--- src/rtl/rr_decode_scheduler_if.sv ---
// Purpose: request/grant bundle between requesters and the shared decoder scheduler.
// Latency: none; plain wiring of the signals exchanged with the scheduler.
// Backpressure: none; req is level-held by each requester until it is served.
interface rr_decode_scheduler_if;
  logic        en;
  logic [15:0] req;
  logic [3:0]  grant_idx;
  logic        grant_valid;
  logic        preempt;
  logic        busy;

  modport master (
    output en, req,
    input  grant_idx, grant_valid, preempt, busy
  );

  modport slave (
    input  en, req,
    output grant_idx, grant_valid, preempt, busy
  );
endinterface

--- src/rtl/rr_decode_scheduler.sv ---
// Purpose: round-robin sharing of one 4-to-16 decoder among 16 requesters, with bounded tenure.
// Latency: grant is visible 1 cycle after req is sampled; 2 cycles after a release (one gap cycle).
// Backpressure: en low drops the current grant and blocks new ones; pending reqs just wait.
module rr_decode_scheduler #(
  parameter int MAX_HOLD = 8,
  parameter int HOLD_W   = 8
) (
  input  logic               clk,
  input  logic               rst_n,
  rr_decode_scheduler_if.slave bus
);

  typedef enum logic [1:0] {
    S_IDLE  = 2'd0,
    S_GRANT = 2'd1,
    S_GAP   = 2'd2
  } state_t;

  localparam logic [HOLD_W-1:0] HOLD_LAST = HOLD_W'(MAX_HOLD - 1);

  state_t            r_state;
  state_t            w_state_nxt;
  logic [3:0]        r_grant_idx;
  logic [3:0]        w_grant_idx_nxt;
  logic              r_grant_valid;
  logic              w_grant_valid_nxt;
  logic              r_preempt;
  logic              w_preempt_nxt;
  logic              r_busy;
  logic              w_busy_nxt;
  logic [HOLD_W-1:0] r_hold_cnt;
  logic [HOLD_W-1:0] w_hold_cnt_nxt;
  logic [3:0]        r_last_ptr;
  logic [3:0]        w_last_ptr_nxt;

  logic              w_win_vld;
  logic [3:0]        w_win_idx;
  logic              w_others_pend;

  // Rotating priority search: start just after the last served index and wrap upward.
  always_comb begin
    logic [3:0] cand;
    w_win_vld = 1'b0;
    w_win_idx = 4'd0;
    cand      = 4'd0;
    for (int k = 1; k <= 16; k++) begin
      cand = r_last_ptr + 4'(k);
      if (!w_win_vld && bus.req[cand]) begin
        w_win_vld = 1'b1;
        w_win_idx = cand;
      end
    end
  end

  // Anyone besides the current grantee waiting; only such contention can trigger the hold limit.
  assign w_others_pend = |(bus.req & ~(16'd1 << r_grant_idx));

  // Next-state and next-output logic; every exit from GRANT passes through one GAP cycle.
  always_comb begin
    w_state_nxt       = r_state;
    w_grant_idx_nxt   = r_grant_idx;
    w_grant_valid_nxt = r_grant_valid;
    w_preempt_nxt     = 1'b0;
    w_hold_cnt_nxt    = r_hold_cnt;
    w_last_ptr_nxt    = r_last_ptr;

    case (r_state)
      S_IDLE, S_GAP: begin
        if (bus.en && w_win_vld) begin
          w_state_nxt       = S_GRANT;
          w_grant_idx_nxt   = w_win_idx;
          w_grant_valid_nxt = 1'b1;
          w_hold_cnt_nxt    = '0;
        end else begin
          w_state_nxt       = S_IDLE;
          w_grant_valid_nxt = 1'b0;
        end
      end
      S_GRANT: begin
        if (!bus.en || !bus.req[r_grant_idx]) begin
          // Disable or release: leave quietly, no preempt even if the limit was also reached.
          w_state_nxt       = S_GAP;
          w_grant_valid_nxt = 1'b0;
          w_last_ptr_nxt    = r_grant_idx;
        end else if ((r_hold_cnt == HOLD_LAST) && w_others_pend) begin
          w_state_nxt       = S_GAP;
          w_grant_valid_nxt = 1'b0;
          w_last_ptr_nxt    = r_grant_idx;
          w_preempt_nxt     = 1'b1;
        end else if (r_hold_cnt != HOLD_LAST) begin
          // Saturating count lets a lone requester keep its grant indefinitely.
          w_hold_cnt_nxt = r_hold_cnt + 1'b1;
        end
      end
      default: begin
        w_state_nxt       = S_IDLE;
        w_grant_valid_nxt = 1'b0;
      end
    endcase

    w_busy_nxt = (w_state_nxt != S_IDLE);
  end

  // State and output registers; reset is synchronous so it lands on the next edge mid-grant.
  always_ff @(posedge clk) begin
    if (!rst_n) begin
      r_state       <= S_IDLE;
      r_grant_idx   <= 4'd0;
      r_grant_valid <= 1'b0;
      r_preempt     <= 1'b0;
      r_busy        <= 1'b0;
      r_hold_cnt    <= '0;
      r_last_ptr    <= 4'd15;
    end else begin
      r_state       <= w_state_nxt;
      r_grant_idx   <= w_grant_idx_nxt;
      r_grant_valid <= w_grant_valid_nxt;
      r_preempt     <= w_preempt_nxt;
      r_busy        <= w_busy_nxt;
      r_hold_cnt    <= w_hold_cnt_nxt;
      r_last_ptr    <= w_last_ptr_nxt;
    end
  end

  assign bus.grant_idx   = r_grant_idx;
  assign bus.grant_valid = r_grant_valid;
  assign bus.preempt     = r_preempt;
  assign bus.busy        = r_busy;

endmodule

--- src/flat_wrapper.sv ---
// flat-port wrapper written by rule: the top's interface ports become plain ports
module rr_decode_scheduler_flat 
#(
  parameter int MAX_HOLD = 8,
  parameter int HOLD_W   = 8
)
  (clk, rst_n, bus_en, bus_req, bus_grant_idx, bus_grant_valid, bus_preempt, bus_busy);
  rr_decode_scheduler_if bus_i ();
  input  logic clk;
  input  logic rst_n;
  input wire logic [$bits(bus_i.en)-1:0] bus_en;
  input wire logic [$bits(bus_i.req)-1:0] bus_req;
  output wire logic [$bits(bus_i.grant_idx)-1:0] bus_grant_idx;
  output wire logic [$bits(bus_i.grant_valid)-1:0] bus_grant_valid;
  output wire logic [$bits(bus_i.preempt)-1:0] bus_preempt;
  output wire logic [$bits(bus_i.busy)-1:0] bus_busy;
  assign bus_i.en = bus_en;
  assign bus_i.req = bus_req;
  assign bus_grant_idx = bus_i.grant_idx;
  assign bus_grant_valid = bus_i.grant_valid;
  assign bus_preempt = bus_i.preempt;
  assign bus_busy = bus_i.busy;
  rr_decode_scheduler #(.MAX_HOLD(MAX_HOLD), .HOLD_W(HOLD_W)) u_core (.clk(clk), .rst_n(rst_n), .bus(bus_i));
endmodule
--- config.mk ---
export PLATFORM = sky130hd
export DESIGN_NAME = rr_decode_scheduler_flat
export DESIGN_NICKNAME = d
export VERILOG_FILES = /design/src/rtl/rr_decode_scheduler_if.sv /design/src/rtl/rr_decode_scheduler.sv /design/src/flat_wrapper.sv
export SDC_FILE = /design/constraint.sdc
export NUM_CORES = 1
export LEC_CHECK = 0
export CAP_MARGIN = 10
export CORE_UTILIZATION = 31
export CTS_CLUSTER_DIAMETER = 80
export DETAILED_ROUTE_END_ITERATION = 12
export GPL_ROUTABILITY_DRIVEN = 0
export PLACE_DENSITY = 0.58
export SLEW_MARGIN = 20
export SYNTH_ARGS = -nofsm -noshare
export SYNTH_HDL_FRONTEND = slang
export SYNTH_SLANG_ARGS = --single-unit
--- constraint.sdc ---
create_clock -name clk -period 5.8 [get_ports clk]
set_input_delay 0.58 -clock clk [delete_from_list [all_inputs] [get_ports clk]]
set_output_delay 0.58 -clock clk [all_outputs]
set_load 0.02 [all_outputs]
; Yosys cells after proc, flatten, opt, wreduce, memory -nomap -nowiden
; Index checks and enable logic that the tools add are counted.
[word_totals]
wordCells = 181
inputBits = 19
regBits = 21
output_inout_bits = 7
[op_classes]
n_addsub = 16
mux = 82
n_eq_ne = 9
reduce_logical = 45
n_shift = 1
order_cmp = 17
n_bitwise = 4
[ops]
columns = cell, n
row1 = "4-bit by 5-bit < comparator with 1-bit output, second input constant", 17
row2 = 4-bit two-way mux, 18
row3 = 1-bit binary-select mux with 4-bit select, 17
row4 = 1-bit two-way mux, 38
row5 = "4-bit adder, second input constant", 8
row6 = 8-bit two-way mux, 4
row7 = 1-bit logical AND, 17
row8 = 1-bit zero test, 17
row9 = "4-bit by 3-bit adder with 4-bit output, second input constant", 4
row10 = 16-bit AND, 1
row11 = 16-bit NOT, 1
row12 = 8-bit one-hot mux with 2 select lines, 1
row13 = 16-bit OR reduction, 1
row14 = "1-bit by 4-bit << shifter with 16-bit output, first input constant", 1
row15 = "4-bit by 2-bit adder with 4-bit output, second input constant", 2
row16 = "8-bit by 1-bit adder with 8-bit output, second input constant", 1
row17 = "8-bit by 3-bit == test with 1-bit output, second input constant", 1
row18 = "8-bit by 3-bit inequality test with 1-bit output, second input constant", 1
row19 = 2-bit nonzero test, 3
row20 = 5-bit AND reduction, 1
row21 = "4-bit by 1-bit adder with 4-bit output, second input constant", 1
row22 = 2-bit two-way mux, 2
row23 = "2-bit by 1-bit inequality test with 1-bit output, second input constant", 2
row24 = "2-bit inequality test, second input constant", 2
row25 = 11 further kinds, 13

; Longest topological paths before layout
; Gate-level depths: netlist of run 1.
[depth]
ltp_word = 53
mapped_depth = 16
ltp_nobuf = 10

; Least setup slack after synthesis of run 1
; Ideal clock, no wire load.
[synth_path]
path_type = flip-flop to flip-flop
start = register u_core.r_last_ptr[1]
end = register u_core.r_hold_cnt[4]
arrival_time_ns = 3.670
path_slack_ns = 2.009
setup_ns = 0.121
required_time_ns = 5.679
path_buffers = 4
stages_incl_launch_ff = 15
synth_period_minus_slack_ns = 3.791
cell_sequence = dfxtp_1 > buf_2 > inv_1 > ha_1 > buf_4 > buf_6 > mux4_2 > mux2_2 > mux2_2 > nor2_1 > nand4_1 > a21oi_1 > buf_2 > or3_1 > a21oi_1
[synth_via]
elab_chain_len = 52
elab_cells_between_ends = 96
classes_between = add/sub: 15 / eq/ne: 1 / mux: 48 / reduce/logical: 32
[synth_lines]
columns = element, line_no
row1 = start: declaration, rr_decode_scheduler.sv:33  ; logic [3:0] r_last_ptr;
row2 = start signal: assignment, rr_decode_scheduler.sv:121  ; r_last_ptr <= w_last_ptr_nxt;
row3 = 4-bit by 1-bit adder with 4-bit output, rr_decode_scheduler.sv:47  ; cand = r_last_ptr + 4'(k);
row4 = 1-bit binary-select mux with 4-bit select, rr_decode_scheduler.sv:48  ; if (!w_win_vld && bus.req[cand]) begin
row5 = 1-bit two-way mux (implied by the code), rr_decode_scheduler.sv:48
row6 = 1-bit two-way mux, rr_decode_scheduler.sv:48
row7 = 1-bit zero test, rr_decode_scheduler.sv:48
row8 = 1-bit logical AND, rr_decode_scheduler.sv:48
row9 = 1-bit two-way mux, rr_decode_scheduler.sv:48
row10 = 1-bit zero test, rr_decode_scheduler.sv:48
row11 = (+36 left out), n/a
row12 = 1-bit logical AND, rr_decode_scheduler.sv:48
row13 = 1-bit two-way mux, rr_decode_scheduler.sv:48
row14 = 1-bit zero test, rr_decode_scheduler.sv:48
row15 = 1-bit logical AND, rr_decode_scheduler.sv:48
row16 = 1-bit two-way mux *, rr_decode_scheduler.sv:48
row17 = 1-bit logical AND *, rr_decode_scheduler.sv:69  ; if (bus.en && w_win_vld) begin
row18 = 2-bit by 1-bit inequality test with 1-bit output (no source line) *, n/a
row19 = 5-bit AND reduction (no source line) *, n/a
row20 = end signal: assignment, rr_decode_scheduler.sv:120  ; r_hold_cnt <= w_hold_cnt_nxt;
row21 = end: declaration, rr_decode_scheduler.sv:31  ; logic [HOLD_W-1:0] r_hold_cnt;
; Every way passes the cells marked *; elsewhere a longest branch is shown, timed or not. The select of a mux whose other input is x is not followed.
; A chain may end at the register's enable or synchronous reset.

; Worst setup path in the final report of run 1
[layout_path]
start = register u_core.r_last_ptr[0]
end = register u_core.r_hold_cnt[5]
; The elaborated chain is that of the path after synthesis.

==> results.yml, run 1 <==
job:
  maxCapViolCount: 0
timing:
  setup_violations: 0
  skew_ns: 0.00186
  max_freq_ghz: 0.215
  timing.final.ws_setup_ns: 1.15
  whs_ns: 0.476
  period_minus_slack_ns: 4.65
  finalCritPeriodShare: 0.801
  worst_pin_slew_ns: 0.963
  fin_setup_tns_ns: 0
  hold_violations: 0
  relSlewSlack: 0.357
  rsz0062_at_grt: "no"
  maxSlewViolCount: 0
worst_setup_path:
  worst-path-max-fanout: 15
  start_kind: "register"
  cp.required_ns: 5.98
  crit_arrival_ns: 4.83
  rrSetupSlack_ns: 1.15
  endpoint_kind: "register"
  worstSetupPathType: "register to register"
yosys:
  synthDistinctLibCells: 73
  syn_inst: 427
  async_reset_ff_frac: 0
  synth_top_area_share: 0.195
  yosys.area.top_type: "mux4_2"
  synth_ff_type: "dfxtp_1"
  synth-seq-cells: 21
  ys_seq_area_frac: 0.110
  synth.avg_cell_area_sq_um: 8.94
  netlist_area_sq_mm: 0.00382
  syn_nets: 455
  netlist_top_cells_area: "mux4_2, mux2i_1, dfxtp_1"
  synth_warnings: 0
  synth_edf_count: 0
routing:
  route.detailed.drc: 0
  drt-initial-drc-count: 279
  vias_per_cell: 6.45
  vias: 3705
  totalWireLength_mm: 11.7
  postRouteAntennaNets: 0
  first_pass_iters: 8
  wire_per_inst_microns: 20.3
die:
  die_h_microns: 113
  fp.dieW_microns: 113
  rows: 40
  core_region_area_sq_mm: 0.0120
  start_util: 0.318
  die_area_sq_mm: 0.0128
  ioPinCount: 26
global_route:
  grt_pass1_wl_mm: 18.5
  antenna_found_initial: 0
  grt_pass1_vias: 3518
  grt_max_degree: 26
  grt.total_usage: 0.183
  overflow: 0
placement:
  place_ws_ns: 1.15
  port_buffers: 25
  hpwl_mm: 8.75
  dpl-instance-area_sq_mm: 0.00412
clock_network:
  postCtsSetupBuffers: 0
  clk_latency_ns: 0.25
  htreeDepth: 1
  cts_tree: "yes"
  hold_buffers: 0
  cts_buffer_depth: 2
  cts_resized: 0
  cts_sinks: 21
  root_buffer: "clkbuf_16"
  cts_buffers: 3
  path_clk_slew_ns: 0.06
finish:
  final_cell_area_sq_mm: 0.00420
  fin_nets: 456
  area_growth_syn_to_layout_pct: 10.0
  fillerInstances: 1227
  drive_above_1_share: 0.194
  diodes: 0
worst_hold_path:
  worstHoldPathType: "register to register"
power:
  ir_drop_uv: 189
  p_leak_uw: 0.00140
  p_per_area_mw_per_mm2: 293
run_status:
  status: "completed"
## kinds of logic (layout without fill, tap and decap cells)
logic type,count (synthesis),in the layout,share of synthesized area
simple gates,140,140,0.222
compound gates,98,98,0.179
mux,98,98,0.372
buf+inv,51,51,0.0639
flops,21,21,0.110
xor+xnor,10,10,0.0229
fa+ha+maj,9,9,0.0295
## worst max-delay path: stages (launching register included)
cell,delay [ns]
dfxtp_1,0.32
inv_1,0.22
ha_1,0.80
buf_4,0.35
mux2i_1,0.32
mux4_2,0.35
mux2i_1,0.21
nor4_4,0.66
nand4_1,0.31
a21oi_1,0.70
o31ai_1,0.19
a21oi_1,0.15
## registers in the layout, summed over array words and instances (netlist names)
name                    cells
u_core.bus.preempt          1
u_core.bus.busy             1
u_core.r_hold_cnt           8
u_core.r_last_ptr           4
u_core.bus.grant_valid      1
u_core.bus.grant_idx        4
u_core.r_state              2
## report_power, final
part / internal (uW) / switching [uW] / total [uW]
combinational: 371 / 515 / 886
clock: 92.5 / 52.1 / 145
sequential: 156 / 43.5 / 199
## layout by cell type (no fill, tap or decap), types with 3 or more instances in the layout
cell type / n
or2_2: 3
nand2_1: 32
buf_4: 8
nand2b_1: 4
nand3_1: 13
ha_1: 9
o211ai_1: 4
and3_1: 3
nor3b_1: 3
o221ai_1: 4
o21ai_0: 10
a211oi_1: 8
inv_1: 13
mux2i_1: 46
nand4_1: 6
nor3_1: 12
nor4_1: 5
o22ai_1: 4
o2111ai_1: 6
mux2_2: 18
clkbuf_16: 3
clkdlybuf4s50_1: 25
nor2b_1: 10
a21oi_1: 23
mux4_2: 33
or3_1: 9
a31oi_1: 5
nor4b_1: 3
nand3b_1: 3
xor2_1: 3
o21ai_1: 6
dfxtp_1: 21
xnor2_1: 7
nor2_1: 17
## through the flow
step,total power (uW),util,std cells
floorplan,858,-,427
global placement,1060,0.343,570
detailed placement,1070,0.343,570
CTS,1220,0.350,574
global route,1300,0.350,574
finish,1230,0.350,574
## path summary, 6_finish.rpt
check / startpoint / to / cells after the start
worst max-delay path: u_core.r_last_ptr[0] / u_core.r_hold_cnt[5] / 11
worst min-delay path: u_core.bus.grant_valid / u_core.bus.grant_valid / 1
worst max register to register: u_core.r_last_ptr[0] / u_core.r_hold_cnt[5] / 11
worst min register to register: u_core.bus.grant_valid / u_core.bus.grant_valid / 1
## synth_stat cells, drive strengths merged (6+ instances only)
library cell / instances
mux2i: 47
mux4: 33
nand2: 32
a21oi: 23
dfxtp: 21
clkbuf: 20
mux2: 18
buf: 17
nor2: 17
o21ai: 16
inv: 14
nand3: 13
nor3: 12
nor2b: 10
a211oi: 9
ha: 9
nor4: 9
or3: 9
xnor2: 7
a31oi: 6
nand4: 6
o2111ai: 6
## layer usage
metal | up-vias | global-route usage | wire length, microns
li1 | 1688 | - | -
met1 | 1801 | 0.237 | 4810
met2 | 187 | 0.311 | 5640
met3 | 29 | 0.0252 | 895
met4 | 0 | 0.0675 | 332
met5 | - | 0 | 0
## cell type report
type / count / area, sq um / share of cell area
multi-input combinational: 355 / 3150 / 0.751
sequential: 21 / 420 / 0.100
timing repair buffer: 33 / 310 / 0.0739
tap: 147 / 184 / 0.0438
clock buffer: 3 / 75.1 / 0.0179
inverter: 14 / 52.6 / 0.0125
clock inverter: 1 / 5.00 / 0.00119
No activity file was read; power rests on OpenSTA's default activity.
==> run 2, diff against run 1 <==
Clock period 5.8 ns to 4.5 ns, I/O delays scaled along.
==> results.yml, run 2 (synthesis gave the netlist of run 1 again) <==
placement:
  place_ws_ns: 0.539
  hpwl_mm: 8.91
  port_buffers: 25
  dpl-instance-area_sq_mm: 0.00420
timing:
  finalCritPeriodShare: 0.880
  timing.final.ws_setup_ns: 0.541
  skew_ns: 0.00156
  hold_violations: 0
  max_freq_ghz: 0.253
  worst_pin_slew_ns: 0.750
  setup_violations: 0
  fin_setup_tns_ns: 0
  maxSlewViolCount: 0
  period_minus_slack_ns: 3.96
  rsz0062_at_grt: "no"
  relSlewSlack: 0.499
routing:
  wl_met1_mm: 5.26
  vias_per_cell: 6.25
  maxUsedRoutingLayer: "met4"
  first_pass_iters: 5
  route.detailed.drc: 0
  postRouteAntennaNets: 0
  vias: 3654
  totalWireLength_mm: 11.7
  wl_met2_mm: 5.56
  wire_per_inst_microns: 19.9
  drt-initial-drc-count: 266
  route.met3.wl_microns: 533
clock_network:
  path_clk_slew_ns: 0.06
  cts_buffer_depth: 2
  htreeDepth: 1
  clk_latency_ns: 0.25
  hold_buffers: 0
  cts_resized: 0
  cts_sinks: 21
  cts_tree: "yes"
  postCtsSetupBuffers: 0
  root_buffer: "clkbuf_16"
  cts_buffers: 3
worst_setup_path:
  endpoint_kind: "register"
  cp.required_ns: 4.65
  rr_worst_depth: 11
  reg2reg_from: "u_core.r_last_ptr[0]"
  start_kind: "register"
  rrSetupSlack_ns: 0.54
  rr_endpoint: "u_core.bus.grant_idx[3]"
  endpoint: "u_core.bus.grant_idx[3]"
  worst-path-max-fanout: 26
  worstSetupPathType: "register to register"
  startpoint: "u_core.r_last_ptr[0]"
  crit_arrival_ns: 4.11
finish:
  largest_register_ffs: 8
  diodes: 0
  area_growth_syn_to_layout_pct: 12.2
  drive_above_1_share: 0.212
  final_cell_mix: "mux2i_1, mux4_2, nand2_1"
  final_common_cell: "mux2i_1"
  fin_nets: 467
  regMostFlops: "u_core.r_hold_cnt"
  final_cell_area_sq_mm: 0.00428
power:
  p_int_uw: 818
  power.switching_uw: 800
  ir_drop_uv: 184
  p_per_area_mw_per_mm2: 378
  seq_power_share: 0.151
  comb_power_share: 0.734
  p_leak_uw: 0.00146
  swShare: 0.494
  p_clk_frac: 0.115
worst_hold_path:
  worstHoldPathType: "register to register"
global_route:
  antenna_found_initial: 0
  grt_pass1_vias: 3355
  grt_pass1_wl_mm: 18.5
  overflow: 0
  grt_max_degree: 27
  grt.total_usage: 0.182
job:
  maxCapViolCount: 0
die:
  die_area_sq_mm: 0.0128
  fp.dieW_microns: 113
  die_h_microns: 113
  ioPinCount: 26
  rows: 40
  start_util: 0.318
  core_region_area_sq_mm: 0.0120
run_status:
  status: "completed"
[run 2: power by group through the flow]
stage          Sequential (uW)  Combinational [uW]  Clock, uW
5_1_grt                    247                1260        197
4_1_cts                    244                1170        189
2_1_floorplan              225                 882          0
3_3_place_gp               248                1150          0
6_report                   245                1190        186
3_5_place_dp               248                1160          0
[run 2: how the worst min path moves through the flow]
stage	from	endpoint	slack (ns)	cells past startpoint
floorplan	u_core.r_hold_cnt[5]	u_core.r_hold_cnt[5]	0.46	2
global placement	u_core.r_hold_cnt[7]	u_core.r_hold_cnt[7]	0.47	2
detailed placement	u_core.r_hold_cnt[7]	u_core.r_hold_cnt[7]	0.49	2
CTS	u_core.r_hold_cnt[7]	u_core.r_hold_cnt[7]	0.50	2
global route	u_core.r_hold_cnt[7]	u_core.r_hold_cnt[7]	0.52	2
finish	u_core.r_hold_cnt[7]	u_core.r_hold_cnt[7]	0.50	2
[run 2: per-layer routing]
layer,track usage,vias up
met5,0,-
li1,-,1718
met1,0.248,1769
met3,0.0166,27
met2,0.307,140
met4,0.0526,0
[run 2: worst max-delay path: stages (launching register included)]
cell and delay, ns:
dfxtp_1 0.33, inv_1 0.06, ha_1 0.27, buf_4 0.36
mux4_2 0.60, mux2_2 0.34, mux2_2 0.34, nor2_1 0.48
nand4_1 0.34, o211ai_1 0.29, o211ai_1 0.15, a31oi_1 0.29
[run 2: stage by stage]
step                utilization  hold WS, ns  instances  power, uW
floorplan                     -        0.460        427       1110
global placement          0.350        0.474        581       1400
detailed placement        0.350        0.487        581       1410
CTS                       0.356        0.498        585       1600
global route              0.356        0.521        585       1700
finish                    0.356        0.501        585       1620
[run 2: area by class of cell]
cell class / instances / area [sq um]
Timing Repair Buffer: 44 / 393
Fill cell: 1248 / 7730
Tap cell: 147 / 184
Sequential cell: 21 / 420
Inverter: 14 / 52.6
Clock buffer: 4 / 78.8
Multi-Input combinational cell: 355 / 3150
==> run 3, diff against run 2 <==
Settings changed: CORE_UTILIZATION 31 to 50, PLACE_DENSITY 0.58 to 0.8.
==> results.yml, run 3 (synthesis gave the netlist of run 1 again) <==
run_status:
  status: "completed"
finish:
  largest_register_ffs: 8
  fillerInstances: 632
  final_common_cell: "mux2i_1"
  fin_nets: 463
  final_cell_mix: "mux2i_1, mux4_2, nand2_1"
  diodes: 0
  area_growth_syn_to_layout_pct: 8.95
  regMostFlops: "u_core.r_hold_cnt"
  seq_area_sq_um: 420
  drive_above_1_share: 0.207
  multiInputGateArea_sq_mm: 0.00315
job:
  maxCapViolCount: 0
clock_network:
  root_buffer: "clkbuf_8"
  hold_buffers: 0
  cts_tree: "yes"
  path_clk_slew_ns: 0.07
  clk_latency_ns: 0.26
  cts_sinks: 21
  cts_resized: 0
  cts_buffers: 3
  cts_buffer_depth: 2
  htreeDepth: 1
  postCtsSetupBuffers: 0
routing:
  route.detailed.drc: 0
  wire_per_inst_microns: 20.9
  postRouteAntennaNets: 0
  first_pass_iters: 5
  totalWireLength_mm: 11.1
  drt-initial-drc-count: 445
  vias: 3882
  vias_per_cell: 7.28
worst_setup_path:
  worst-path-max-fanout: 20
  worstSetupPathType: "register to register"
  cp.required_ns: 4.66
  rr_endpoint: "u_core.bus.grant_idx[0]"
  rrSetupSlack_ns: 0.42
  endpoint_kind: "register"
  crit_arrival_ns: 4.24
  crit_chain: "inv_1 > buf_4 > ha_1 > buf_4 > mux4_2 > mux2_2 > mux2_2 > nor2_1 > nand4_1 > o221ai_1 > a211oi_1 > o32ai_1"
  reg2reg_from: "u_core.r_last_ptr[1]"
  start_kind: "register"
  critPathMaxStageDelay_ns: 0.57
  rr_worst_depth: 12
  critPathSlowestCell: "mux4_2"
timing:
  skew_ns: 0.00247
  relSlewSlack: 0.294
  hold_violations: 0
  max_freq_ghz: 0.245
  maxSlewViolCount: 0
  fin_setup_tns_ns: 0
  setup_violations: 0
  worst_pin_slew_ns: 1.06
  rsz0062_at_grt: "no"
  finalCritPeriodShare: 0.906
  timing.final.ws_setup_ns: 0.422
  period_minus_slack_ns: 4.08
worst_hold_path:
  hp-start: "u_core.bus.grant_valid"
  min_delay_worst_endpoint: "u_core.bus.grant_valid"
  whs_path_depth: 1
  worstHoldPathType: "register to register"
power:
  swShare: 0.511
  p_per_area_mw_per_mm2: 371
  p_clk_frac: 0.078
  comb_power_share: 0.758
  p_leak_uw: 0.00142
  power.switching_uw: 788
  seq_power_share: 0.164
  ir_drop_uv: 263
  p_int_uw: 754
die:
  die_h_microns: 89.4
  die_area_sq_mm: 0.00799
  rows: 31
  start_util: 0.521
  core_region_area_sq_mm: 0.00733
  ioPinCount: 26
  fp.dieW_microns: 89.4
global_route:
  antenna_found_initial: 0
  grt.total_usage: 0.299
  grt_pass1_vias: 3607
  grt_max_degree: 26
  overflow: 0
  grt_pass1_wl_mm: 18.4
placement:
  port_buffers: 25
  hpwl_mm: 8.33
  place_ws_ns: 0.525
-- run 3: changes by cell type in the layout (fill, tap and decap cells not counted), sizes merged --
cell / delta
clkinv: +1
clkbuf: -1
buf: -4
-- run 3: cell type report --
cell class	instances	share of cell area
Clock buffer	3	0.00993
Clock inverter	1	0.00120
Inverter	14	0.0126
Multi-Input combinational cell	355	0.758
Sequential cell	21	0.101
Tap cell	99	0.0298
Timing Repair Buffer	40	0.0872
-- run 3: power groups by stage --
stage / Sequential, uW / Clock, uW / Combinational (uW)
after floorplan: 225 / 0 / 882
after global placement: 255 / 0 / 1100
after detailed placement: 255 / 0 / 1130
after CTS: 251 / 125 / 1130
after global routing: 257 / 133 / 1230
final: 252 / 120 / 1170
-- run 3: worst max-delay path by stage --
stage                         start                      end  slack, ns
2_1_floorplan  u_core.r_last_ptr[1]     u_core.r_hold_cnt[4]       0.71
3_5_place_dp             bus_req[2]  u_core.bus.grant_idx[2]       0.52
6_report       u_core.r_last_ptr[1]  u_core.bus.grant_idx[0]       0.42
5_1_grt        u_core.r_last_ptr[1]     u_core.r_hold_cnt[3]       0.25
4_1_cts        u_core.r_last_ptr[1]  u_core.bus.grant_idx[0]       0.53
3_3_place_gp             bus_req[2]  u_core.bus.grant_idx[2]       0.57
-- run 3: metrics by stage --
step                      cells  cell area, sq um  utilization  total power, uW  hold WS, ns
after detailed placement    529              4110        0.561             1380        0.458
after global placement      529              4110        0.561             1350        0.453
after global routing        533              4160        0.567             1620        0.505
after CTS                   533              4160        0.567             1510        0.480
after floorplan             427              3820            -             1110        0.460
final                       533              4160        0.567             1540        0.477
-- run 3: layer usage --
layer | vias to the layer above | track usage | share of wire
li1 | 1710 | - | -
met1 | 1839 | 0.406 | 0.40
met2 | 281 | 0.477 | 0.47
met3 | 52 | 0.0342 | 0.092
met4 | 0 | 0.134 | 0.039
met5 | - | 0 | 0
-- run 3: worst max-delay path, delay by kind of cell (launching register included) --
kind / cells / cell delay (ns)
buf+inv: 3 / 0.54
compound gates: 3 / 0.68
simple gates: 2 / 0.87
mux: 3 / 1.23
flops: 1 / 0.33
fa+ha+maj: 1 / 0.32
